--- src/rtl/riscv_v_pkg.sv ---
// Shared types for the vector LMUL micro-op sequencer.
// Holds FSM states, vlmul encodings, the micro-op bundle and the group-size helper.
package riscv_v_pkg;

  typedef enum logic {
    IDLE = 1'b0,
    RUN  = 1'b1
  } riscv_v_seq_state_e;

  typedef enum logic [2:0] {
    LMUL_1   = 3'b000,
    LMUL_2   = 3'b001,
    LMUL_4   = 3'b010,
    LMUL_8   = 3'b011,
    LMUL_RSV = 3'b100,
    LMUL_F8  = 3'b101,
    LMUL_F4  = 3'b110,
    LMUL_F2  = 3'b111
  } riscv_v_vlmul_e;

  typedef struct packed {
    logic [4:0] vd;
    logic [4:0] vs1;
    logic [4:0] vs2;
    logic [2:0] idx;
    logic       first;
    logic       last;
  } riscv_v_uop_t;

  // Reserved and fractional groups still occupy one register.
  function automatic logic [3:0] lmul_count(input logic [2:0] vlmul);
    logic [3:0] cnt;
    unique case (vlmul)
      LMUL_2:  cnt = 4'd2;
      LMUL_4:  cnt = 4'd4;
      LMUL_8:  cnt = 4'd8;
      default: cnt = 4'd1;
    endcase
    return cnt;
  endfunction

endpackage

--- src/rtl/riscv_v_lmul_sequencer_if.sv ---
// Decode-to-execute handshake bundle for the LMUL sequencer.
// master = environment side, slave = sequencer side.
interface riscv_v_lmul_sequencer_if #(
  parameter int VL_W = 8
);
  logic            issue_valid;
  logic            issue_ready;
  logic [4:0]      issue_vd;
  logic [4:0]      issue_vs1;
  logic [4:0]      issue_vs2;
  logic            issue_vs1_is_vec;
  logic [2:0]      issue_vlmul;
  logic [2:0]      issue_vsew;
  logic [VL_W-1:0] issue_vl;
  logic            flush;
  logic            uop_valid;
  logic            uop_ready;
  logic [4:0]      uop_vd;
  logic [4:0]      uop_vs1;
  logic [4:0]      uop_vs2;
  logic [2:0]      uop_idx;
  logic            uop_first;
  logic            uop_last;
  logic            busy;

  modport master (
    output issue_valid, issue_vd, issue_vs1, issue_vs2,
    output issue_vs1_is_vec, issue_vlmul, issue_vsew, issue_vl,
    output flush, uop_ready,
    input  issue_ready, uop_valid, uop_vd, uop_vs1, uop_vs2,
    input  uop_idx, uop_first, uop_last, busy
  );

  modport slave (
    input  issue_valid, issue_vd, issue_vs1, issue_vs2,
    input  issue_vs1_is_vec, issue_vlmul, issue_vsew, issue_vl,
    input  flush, uop_ready,
    output issue_ready, uop_valid, uop_vd, uop_vs1, uop_vs2,
    output uop_idx, uop_first, uop_last, busy
  );
endinterface

--- src/rtl/riscv_v_uop_count.sv ---
// Last micro-op index of a group from vlmul (and vsew/vl when
// RISCV_V_VL_SKIP_EN trims registers lying entirely beyond vl).
module riscv_v_uop_count
  import riscv_v_pkg::*;
#(
  parameter int VLEN = 128,
  parameter int VL_W = 8
) (
  input  logic [2:0]      vlmul,
  input  logic [2:0]      vsew,
  input  logic [VL_W-1:0] vl,
  output logic [2:0]      last_idx
);
  logic [3:0] cnt;

  assign cnt = lmul_count(vlmul);

`ifdef RISCV_V_VL_SKIP_EN
  localparam int LOG_VLEN = $clog2(VLEN);
  localparam int VW       = VL_W + 1;

  logic [2:0]    sew_sh;
  logic [5:0]    epr_sh;
  logic [VW-1:0] vl_bias;
  logic [VW-1:0] grp;
  logic [3:0]    lim;

  // EPR is a power of two, so ceil(vl/EPR) is a biased shift.
  always_comb begin
    sew_sh  = vsew[2] ? 3'd0 : {1'b0, vsew[1:0]};
    epr_sh  = 6'(LOG_VLEN - 3) - 6'(sew_sh);
    vl_bias = {1'b0, vl} + ((VW'(1) << epr_sh) - VW'(1));
    grp     = vl_bias >> epr_sh;
    if (grp == '0) begin
      lim = 4'd1;
    end else if (grp > VW'(cnt)) begin
      lim = cnt;
    end else begin
      lim = grp[3:0];
    end
    last_idx = 3'(lim - 4'd1);
  end
`else
  logic unused_vl;

  assign unused_vl = ^{vsew, vl, VLEN[0]};
  assign last_idx  = 3'(cnt - 4'd1);
`endif

endmodule

--- src/rtl/riscv_v_lmul_sequencer.sv ---
// Splits each vector instruction into one micro-op per LMUL register.
// Optional vl trimming: RISCV_V_VL_SKIP_EN (see riscv_v_uop_count).
module riscv_v_lmul_sequencer
  import riscv_v_pkg::*;
#(
  parameter int VLEN = 128,
  parameter int VL_W = $clog2(VLEN) + 1
) (
  input logic clk,
  input logic rst,
  riscv_v_lmul_sequencer_if.slave bus
);
  riscv_v_seq_state_e state_q, state_d;
  riscv_v_uop_t       uop_q, uop_d;
  logic [2:0]         last_idx_q, last_idx_d;
  logic [2:0]         cnt_last;
  logic               is_vec_q, is_vec_d;
  logic               run;
  logic               fire;
  logic               done;
  logic               rdy;

  riscv_v_uop_count #(
    .VLEN (VLEN),
    .VL_W (VL_W)
  ) u_cnt (
    .vlmul    (bus.issue_vlmul),
    .vsew     (bus.issue_vsew),
    .vl       (bus.issue_vl),
    .last_idx (cnt_last)
  );

  assign run  = (state_q == RUN);
  assign fire = run && bus.uop_ready;
  assign done = fire && uop_q.last;

  always_comb begin
    state_d    = state_q;
    uop_d      = uop_q;
    last_idx_d = last_idx_q;
    is_vec_d   = is_vec_q;
    rdy        = 1'b0;
    if (bus.flush) begin
      state_d = IDLE;
    end else begin
      rdy = !run || done;
      if (rdy && bus.issue_valid) begin
        state_d     = RUN;
        is_vec_d    = bus.issue_vs1_is_vec;
        last_idx_d  = cnt_last;
        uop_d.vd    = bus.issue_vd;
        uop_d.vs1   = bus.issue_vs1;
        uop_d.vs2   = bus.issue_vs2;
        uop_d.idx   = 3'd0;
        uop_d.first = 1'b1;
        uop_d.last  = (cnt_last == 3'd0);
      end else if (done) begin
        state_d = IDLE;
      end else if (fire) begin
        // Register indices wrap modulo 32 by width.
        uop_d.vd    = uop_q.vd + 5'd1;
        uop_d.vs2   = uop_q.vs2 + 5'd1;
        uop_d.vs1   = uop_q.vs1 + {4'd0, is_vec_q};
        uop_d.idx   = uop_q.idx + 3'd1;
        uop_d.first = 1'b0;
        uop_d.last  = ((uop_q.idx + 3'd1) == last_idx_q);
      end
    end
  end

  always_ff @(posedge clk or negedge rst) begin
    if (!rst) begin
      state_q    <= IDLE;
      uop_q      <= '0;
      last_idx_q <= '0;
      is_vec_q   <= 1'b0;
    end else begin
      state_q    <= state_d;
      uop_q      <= uop_d;
      last_idx_q <= last_idx_d;
      is_vec_q   <= is_vec_d;
    end
  end

  assign bus.issue_ready = rdy;
  assign bus.uop_valid   = run;
  assign bus.busy        = run;
  assign bus.uop_vd      = uop_q.vd;
  assign bus.uop_vs1     = uop_q.vs1;
  assign bus.uop_vs2     = uop_q.vs2;
  assign bus.uop_idx     = uop_q.idx;
  assign bus.uop_first   = uop_q.first;
  assign bus.uop_last    = uop_q.last;

endmodule

--- src/flat_wrapper.sv ---
// flat-port wrapper written by rule: the top's interface ports become plain ports
module riscv_v_lmul_sequencer_flat import riscv_v_pkg::*;
#(
  parameter int VLEN = 128,
  parameter int VL_W = $clog2(VLEN) + 1
)
  (clk, rst, bus_issue_valid, bus_issue_vd, bus_issue_vs1, bus_issue_vs2, bus_issue_vs1_is_vec, bus_issue_vlmul, bus_issue_vsew, bus_issue_vl, bus_flush, bus_uop_ready, bus_issue_ready, bus_uop_valid, bus_uop_vd, bus_uop_vs1, bus_uop_vs2, bus_uop_idx, bus_uop_first, bus_uop_last, bus_busy);
  riscv_v_lmul_sequencer_if #(.VL_W(VL_W)) bus_i ();
  input logic clk;
  input logic rst;
  input wire logic [$bits(bus_i.issue_valid)-1:0] bus_issue_valid;
  input wire logic [$bits(bus_i.issue_vd)-1:0] bus_issue_vd;
  input wire logic [$bits(bus_i.issue_vs1)-1:0] bus_issue_vs1;
  input wire logic [$bits(bus_i.issue_vs2)-1:0] bus_issue_vs2;
  input wire logic [$bits(bus_i.issue_vs1_is_vec)-1:0] bus_issue_vs1_is_vec;
  input wire logic [$bits(bus_i.issue_vlmul)-1:0] bus_issue_vlmul;
  input wire logic [$bits(bus_i.issue_vsew)-1:0] bus_issue_vsew;
  input wire logic [$bits(bus_i.issue_vl)-1:0] bus_issue_vl;
  input wire logic [$bits(bus_i.flush)-1:0] bus_flush;
  input wire logic [$bits(bus_i.uop_ready)-1:0] bus_uop_ready;
  output wire logic [$bits(bus_i.issue_ready)-1:0] bus_issue_ready;
  output wire logic [$bits(bus_i.uop_valid)-1:0] bus_uop_valid;
  output wire logic [$bits(bus_i.uop_vd)-1:0] bus_uop_vd;
  output wire logic [$bits(bus_i.uop_vs1)-1:0] bus_uop_vs1;
  output wire logic [$bits(bus_i.uop_vs2)-1:0] bus_uop_vs2;
  output wire logic [$bits(bus_i.uop_idx)-1:0] bus_uop_idx;
  output wire logic [$bits(bus_i.uop_first)-1:0] bus_uop_first;
  output wire logic [$bits(bus_i.uop_last)-1:0] bus_uop_last;
  output wire logic [$bits(bus_i.busy)-1:0] bus_busy;
  assign bus_i.issue_valid = bus_issue_valid;
  assign bus_i.issue_vd = bus_issue_vd;
  assign bus_i.issue_vs1 = bus_issue_vs1;
  assign bus_i.issue_vs2 = bus_issue_vs2;
  assign bus_i.issue_vs1_is_vec = bus_issue_vs1_is_vec;
  assign bus_i.issue_vlmul = bus_issue_vlmul;
  assign bus_i.issue_vsew = bus_issue_vsew;
  assign bus_i.issue_vl = bus_issue_vl;
  assign bus_i.flush = bus_flush;
  assign bus_i.uop_ready = bus_uop_ready;
  assign bus_issue_ready = bus_i.issue_ready;
  assign bus_uop_valid = bus_i.uop_valid;
  assign bus_uop_vd = bus_i.uop_vd;
  assign bus_uop_vs1 = bus_i.uop_vs1;
  assign bus_uop_vs2 = bus_i.uop_vs2;
  assign bus_uop_idx = bus_i.uop_idx;
  assign bus_uop_first = bus_i.uop_first;
  assign bus_uop_last = bus_i.uop_last;
  assign bus_busy = bus_i.busy;
  riscv_v_lmul_sequencer #(.VLEN(VLEN), .VL_W(VL_W)) u_core (.clk(clk), .rst(rst), .bus(bus_i));
endmodule
--- config.mk ---
export PLATFORM = sky130hd
export DESIGN_NAME = riscv_v_lmul_sequencer_flat
export DESIGN_NICKNAME = d
export VERILOG_FILES = /design/src/rtl/riscv_v_pkg.sv /design/src/rtl/riscv_v_lmul_sequencer_if.sv /design/src/rtl/riscv_v_uop_count.sv /design/src/rtl/riscv_v_lmul_sequencer.sv /design/src/flat_wrapper.sv
export SDC_FILE = /design/constraint.sdc
export NUM_CORES = 1
export LEC_CHECK = 0
export BUFFER_PORTS_ARGS = -buffer_cell sky130_fd_sc_hd__buf_2
export CORE_MARGIN = 2
export CORE_UTILIZATION = 25
export CTS_CLUSTER_DIAMETER = 150
export DETAILED_ROUTE_END_ITERATION = 10
export PLACE_DENSITY = 0.44
export SLEW_MARGIN = 30
export SYNTH_ARGS = -nofsm -noshare
export SYNTH_HDL_FRONTEND = slang
export SYNTH_SLANG_ARGS = --single-unit
export TNS_END_PERCENT = 1
--- constraint.sdc ---
create_clock -name clk -period 2.1 [get_ports clk]
set_input_delay 0.315 -clock clk [delete_from_list [all_inputs] [get_ports clk]]
set_output_delay 0.315 -clock clk [all_outputs]
set_load 0.005 [all_outputs]
Yosys cells after proc, flatten, opt, wreduce, memory -nomap -nowiden
Index checks and enable logic that the tools add are counted.
- register bits: 25
- output and inout port bits: 23
- $add $sub $neg: 5
- eq/ne operators: 5
- mux-type cells: 8
- bitwise operators: 1
- reduce and logical (&&, ||, !) cells: 10
- operators with widths (kind ; count):
    20-bit two-way mux ; 3
    5-bit by 1-bit adder with 5-bit output, second input constant ; 2
    3-bit case mux with 3 select lines ; 1
    3-bit by 2-bit == test with 1-bit output, second input constant ; 2
    5-bit by 1-bit adder with 5-bit output ; 1
    1-bit two-way mux ; 4
    3-bit by 1-bit adder with 3-bit output, second input constant ; 1
    3-bit by 1-bit == test with 1-bit output, second input constant ; 1
    3-bit == test ; 1
    1-bit logical AND ; 3
    3-bit logical NOT ; 1
    3-bit AND reduction ; 1
    3-bit nonzero test ; 1
    3-bit by 1-bit subtractor with 3-bit output, second input constant ; 1
    2-bit != test, second input constant ; 1
    2-bit AND reduction ; 1
    2-bit nonzero test ; 1
    1-bit logical NOT ; 1
    1-bit logical OR ; 1
    1-bit inverter ; 1

Logic depth before layout (Yosys ltp)
- word-level depth: 6
- depth in mapped cells: 6
- mapped depth without buffers: 6

By module
A second synthesis with hierarchy kept.
- cells, all modules: 141
- area, all modules: 1392.6 sq um
- modules (own cells, without submodules) (module ; instances ; cells each ; area an instance (sq um) ; seq. area each (sq um)):
    riscv_v_lmul_sequencer ; 1 ; 138 ; 1363.8 ; 625.6
    riscv_v_uop_count ; 1 ; 3 ; 28.8 ; 0.0

Worst setup path after synthesis
Ideal clock, no wire load.
- path kind: register to register
- from: register u_core.uop_q (netlist bit u_core.bus.uop_last)
- to: register u_core.is_vec_q
- setup time: 125 ps
- arrival: 1493 ps
- required time: 1975 ps
- path slack: 482 ps
- cell stages (with the launch flop): 6
- buffers on the path: 1
- period minus slack after synthesis: 1618 ps
- cells stage by stage: dfrtp_1 > nand2b_1 > a211o_1 > buf_6 > nor2_8 > mux2_4
- word-level cells in the longest chain between the ends: 4
- ends and longest elaborated chain (item ; RTL line ; RTL):
    start, declared ; riscv_v_lmul_sequencer.sv:14 ; riscv_v_uop_t uop_q, uop_d;
    start signal, assigned ; riscv_v_lmul_sequencer.sv:79 ; uop_q <= uop_d;
    1-bit logical AND ; riscv_v_lmul_sequencer.sv:35 ; assign done = fire && uop_q.last;
    1-bit logical OR ; riscv_v_lmul_sequencer.sv:46 ; rdy = !run || done;
    1-bit logical AND ; riscv_v_lmul_sequencer.sv:47 ; if (rdy && bus.issue_valid) begin
    2-bit AND reduction (no source line) ; n/a ;
    end signal, assigned ; riscv_v_lmul_sequencer.sv:81 ; is_vec_q <= is_vec_d;
    end, declared ; riscv_v_lmul_sequencer.sv:17 ; logic is_vec_q, is_vec_d;
No other way between the ends.
A chain may end at the register's enable or synchronous reset.

Worst setup path after layout
Same ends and word-level chain as after synthesis.

==> results.txt <==
----------------------------------------------------
[Power and ir drop]
  Fraction of power spent switching nets ... 0.367
  Part of the power in registers ... 0.450
  Maximum VDD drop ... 362 µV
  Internal power ... 1.17 mW
  Combinational share of power ... 0.386
  Clock power share ... 0.164
  Total leakage power ... 0.904 nW
  Pwr/cell area ... 1030 nW/µm²
  Sw Pwr ... 0.676 mW

[Critical path]
  Count of buffering cells on the critical path with inverters included ... 0
  Largest driver fanout on the critical path ... 8
  CP required ... 2260 ps
  Gate family responsible for the most delay along the worst path ... compound AO/OA/AOI/OAI gates
  Startpoint of the worst setup timing path ... u_core.bus.uop_last$_DFFE_PN0P_
  Reg2reg setup slack ... 360 ps
  Worst EP arrival ... 1910 ps
  Startpoint types ... register
  Cell-by-cell listing of the critical path ... nand2b_1, a211o_1, nor2_8, mux2_4
  Slowest cell on the critical path ... a211o_1
  Type of element capturing the critical path ... register
  CP max stage delay ... 470 ps
  Start-to-end type of the worst setup path ... register to register
  Worst r2r src ... u_core.bus.uop_last$_DFFE_PN0P_

[STA]
  Worst clock skew ... 6.78 ps
  Summed negative setup slack over all endpoints ... 0 ps
  Number of endpoints failing setup at the final stage ... 0
  RSZ-0062 raised after global routing ... no
  Final period util ... 0.831
  Upper clock frequency limit ... 0.573 GHz
  Final number of max-transition violations ... 0
  Hold Violations, Final ... 0
  Slew at the pin closest to its max-slew limit ... 602 ps
  Clock period minus final worst setup slack ... 1740 ps
  Max_slew headroom ... 0.599

[Drt]
  Highest metal layer with signal wires ... met4
  M1 WL ... 1730 µm
  Antenna Nets Post-Route ... 0
  Final wirelength ... 3360 µm
  Vias per Instance ... 4.44
  Drt drc ... 0
  Total met2 wirelength after detailed routing ... 1380 µm
  Detail Route met3 WL ... 240 µm
  DR WL/cell ... 12.6 µm
  DRT iter0 DRCs ... 37
  TritonRoute pass-1 iters ... 4
  Via count of the routed design ... 1186

[Global routing]
  Aggregate global-route resource usage ... 0.114
  Grt ovf ... 0
  Initial antenna violation count ... 0
  Global-route wire length before repair ... 5690 µm
  Pin count of the biggest net entering global routing ... 26
  Via count of the first global-routing pass ... 1139

[Layout]
  Area growth from synthesis to final layout ... 24.4%
  Number of nets at the end of the flow ... 236
  Proportion of layout cells with a drive suffix above 1 ... 0.313
  # diodes ... 0
  Layout Cells excl Fill ... 267

[Clock network]
  Number of buffers inserted for hold repair after clock tree synthesis ... 0
  Clock root buffer ... clkbuf_8
  CTS Buf Count ... 3
  PostCTS Resize Cnt ... 0
  Clock tree buffer depth ... 2
  Clock transition at the registers of the reported paths ... 100 ps
  Number of clock sinks seen by CTS ... 25
  Number of post-CTS setup repair buffers ... 0
  Latest clock arrival within the worst-skew pair ... 270 ps
  Clock tree from TritonCTS ... done
  Number of levels the H-tree was split into ... 1

[Logic synthesis]
  Fraction of synthesized cell area taken by the top area cell type ... 0.436
  Number of enable flip-flop cells after synthesis ... 0
  Sequential cell area fraction in the yosys report ... 0.436
  Net count after synthesis ... 188
  Yosys cell types ... 32
  Count of state elements after synthesis ... 25
  Most frequently used flop master after synthesis ... dfrtp_1
  Largest area contributor in the netlist ... dfrtp_1
  Cell types with the largest area share after synthesis ... dfrtp_1, mux2i_1, nor2_1, ha_1, nand2_1
  Synthesized netlist cell count ... 148
  Asr flop ratio synth ... 1.00
  Most frequent cells after synthesis ... dfrtp_1, nor2_1, nand2_1
  Count of synthesis-stage warnings from yosys ... 0
  Synth Area per Inst ... 9.71 µm²
  Most numerous cell in the Yosys netlist ... dfrtp_1
  Netlist area before placement ... 1440 µm²

[Floorplan]
  Die Outline Area ... 6370 µm²
  Die boundary height ... 79.8 µm
  Initial core utilization ... 0.259
  DIE WIDTH ... 79.8 µm
  Area of the placeable core ... 5540 µm²
  Number of rows in the core area ... 27
  Top-Level Pins ... 58

[Placed design]
  Dpl hpwl ... 2470 µm
  Port bufs ... 46
  Final RePlAce weighted congestion ... 0.650
  Total instance count after detailed placement ... 263

[Status]
  Run status ... completed

[Worst hold path]
  Kind of path behind the tightest hold check ... input pin to async pin

[Run]
  Max-cap violation count ... 0

----------------------------------------------------
==> layer usage <==
metal  global-route usage  vias up
met2                0.180       43
li1                     -      611
met3               0.0339        2
met1                0.161      530
met4               0.0102        0
met5                    0        -
==> cell families (layout without fill, tap and decap cells) <==
| group | count (synthesis) | in the layout | synth area share |
|---|---|---|---|
| fa+ha+maj | 5 | 5 | 0.0436 |
| simple gates | 49 | 49 | 0.161 |
| compound gates | 36 | 36 | 0.172 |
| buf+inv | 17 | 64 | 0.0688 |
| xor+xnor | 4 | 4 | 0.0244 |
| flops | 25 | 25 | 0.436 |
| mux | 12 | 12 | 0.0941 |
==> power groups by stage <==
stage | clock network, mW | logic (mW) | registers [mW]
after detailed placement | 0 | 0.724 | 0.842
after global routing | 0.339 | 0.820 | 0.865
after CTS | 0.318 | 0.726 | 0.833
after floorplan | 0 | 0.444 | 0.828
after global placement | 0 | 0.718 | 0.846
final | 0.302 | 0.712 | 0.830
==> area by class of cell <==
class / instances / area [µm²]
fillers: 601 / 3750
inverters: 10 / 37.5
multi-input cells: 106 / 712
flip-flops and latches: 25 / 626
clock inverters: 1 / 7.51
repair buffers: 50 / 273
well taps: 72 / 90.1
clock buffers: 3 / 41.3
==> worst paths after layout <==
path | end | depth (start not counted)
setup reg to reg | u_core.is_vec_q$_DFFE_PN0P_ | 4
min in group clk | u_core.bus.uop_vs2[0]$_DFFE_PN0P_ | 2
setup / recovery | u_core.is_vec_q$_DFFE_PN0P_ | 4
max in group asynchronous | u_core.bus.uop_vs1[0]$_DFFE_PN0P_ | 1
hold reg to reg | u_core.bus.uop_first$_DFFE_PN0P_ | 2
hold / removal | u_core.bus.uop_vs2[3]$_DFFE_PN0P_ | 1
==> flip-flops by register name (all words and copies together), names as in the netlist <==
| name | cells |
|---|---|
| u_core.bus.uop_vd | 5 |
| u_core.bus.busy | 1 |
| u_core.is_vec_q | 1 |
| u_core.bus.uop_first | 1 |
| u_core.bus.uop_vs1 | 5 |
| u_core.bus.uop_idx | 3 |
| u_core.last_idx_q | 3 |
| u_core.bus.uop_vs2 | 5 |
| u_core.bus.uop_last | 1 |
==> cell usage in the layout (no fill, tap or decap), types with 2 or more instances in the layout <==
| cell type | count |
|---|---|
| o21ai_0 | 3 |
| buf_2 | 46 |
| mux2_4 | 3 |
| nand3_1 | 8 |
| inv_1 | 10 |
| nor2_1 | 20 |
| o21ai_1 | 5 |
| dfrtp_1 | 25 |
| a221o_1 | 2 |
| ha_1 | 5 |
| nand2b_1 | 2 |
| xor2_1 | 2 |
| a21oi_1 | 6 |
| mux2i_1 | 9 |
| xnor2_1 | 2 |
| nand2_1 | 15 |
| o22ai_1 | 6 |
| a22oi_1 | 3 |
| a31oi_1 | 4 |
| buf_4 | 3 |
| clkbuf_8 | 3 |
==> stage by stage <==
| stage | total power [mW] | area (µm²) | setup slack (ps) | utilization | hold WS (ps) |
|---|---|---|---|---|---|
| detailed placement | 1.57 | 1740 | 355 | 0.314 | 371 |
| CTS | 1.88 | 1790 | 337 | 0.322 | 53.9 |
| floorplan | 1.27 | 1440 | 482 | - | 19.4 |
| finish | 1.84 | 1790 | 356 | 0.322 | 34.1 |
| global placement | 1.56 | 1740 | 363 | 0.314 | 364 |
| global route | 2.02 | 1790 | 272 | 0.322 | 79.7 |
Note: power is estimated with default switching activity, not from simulation.
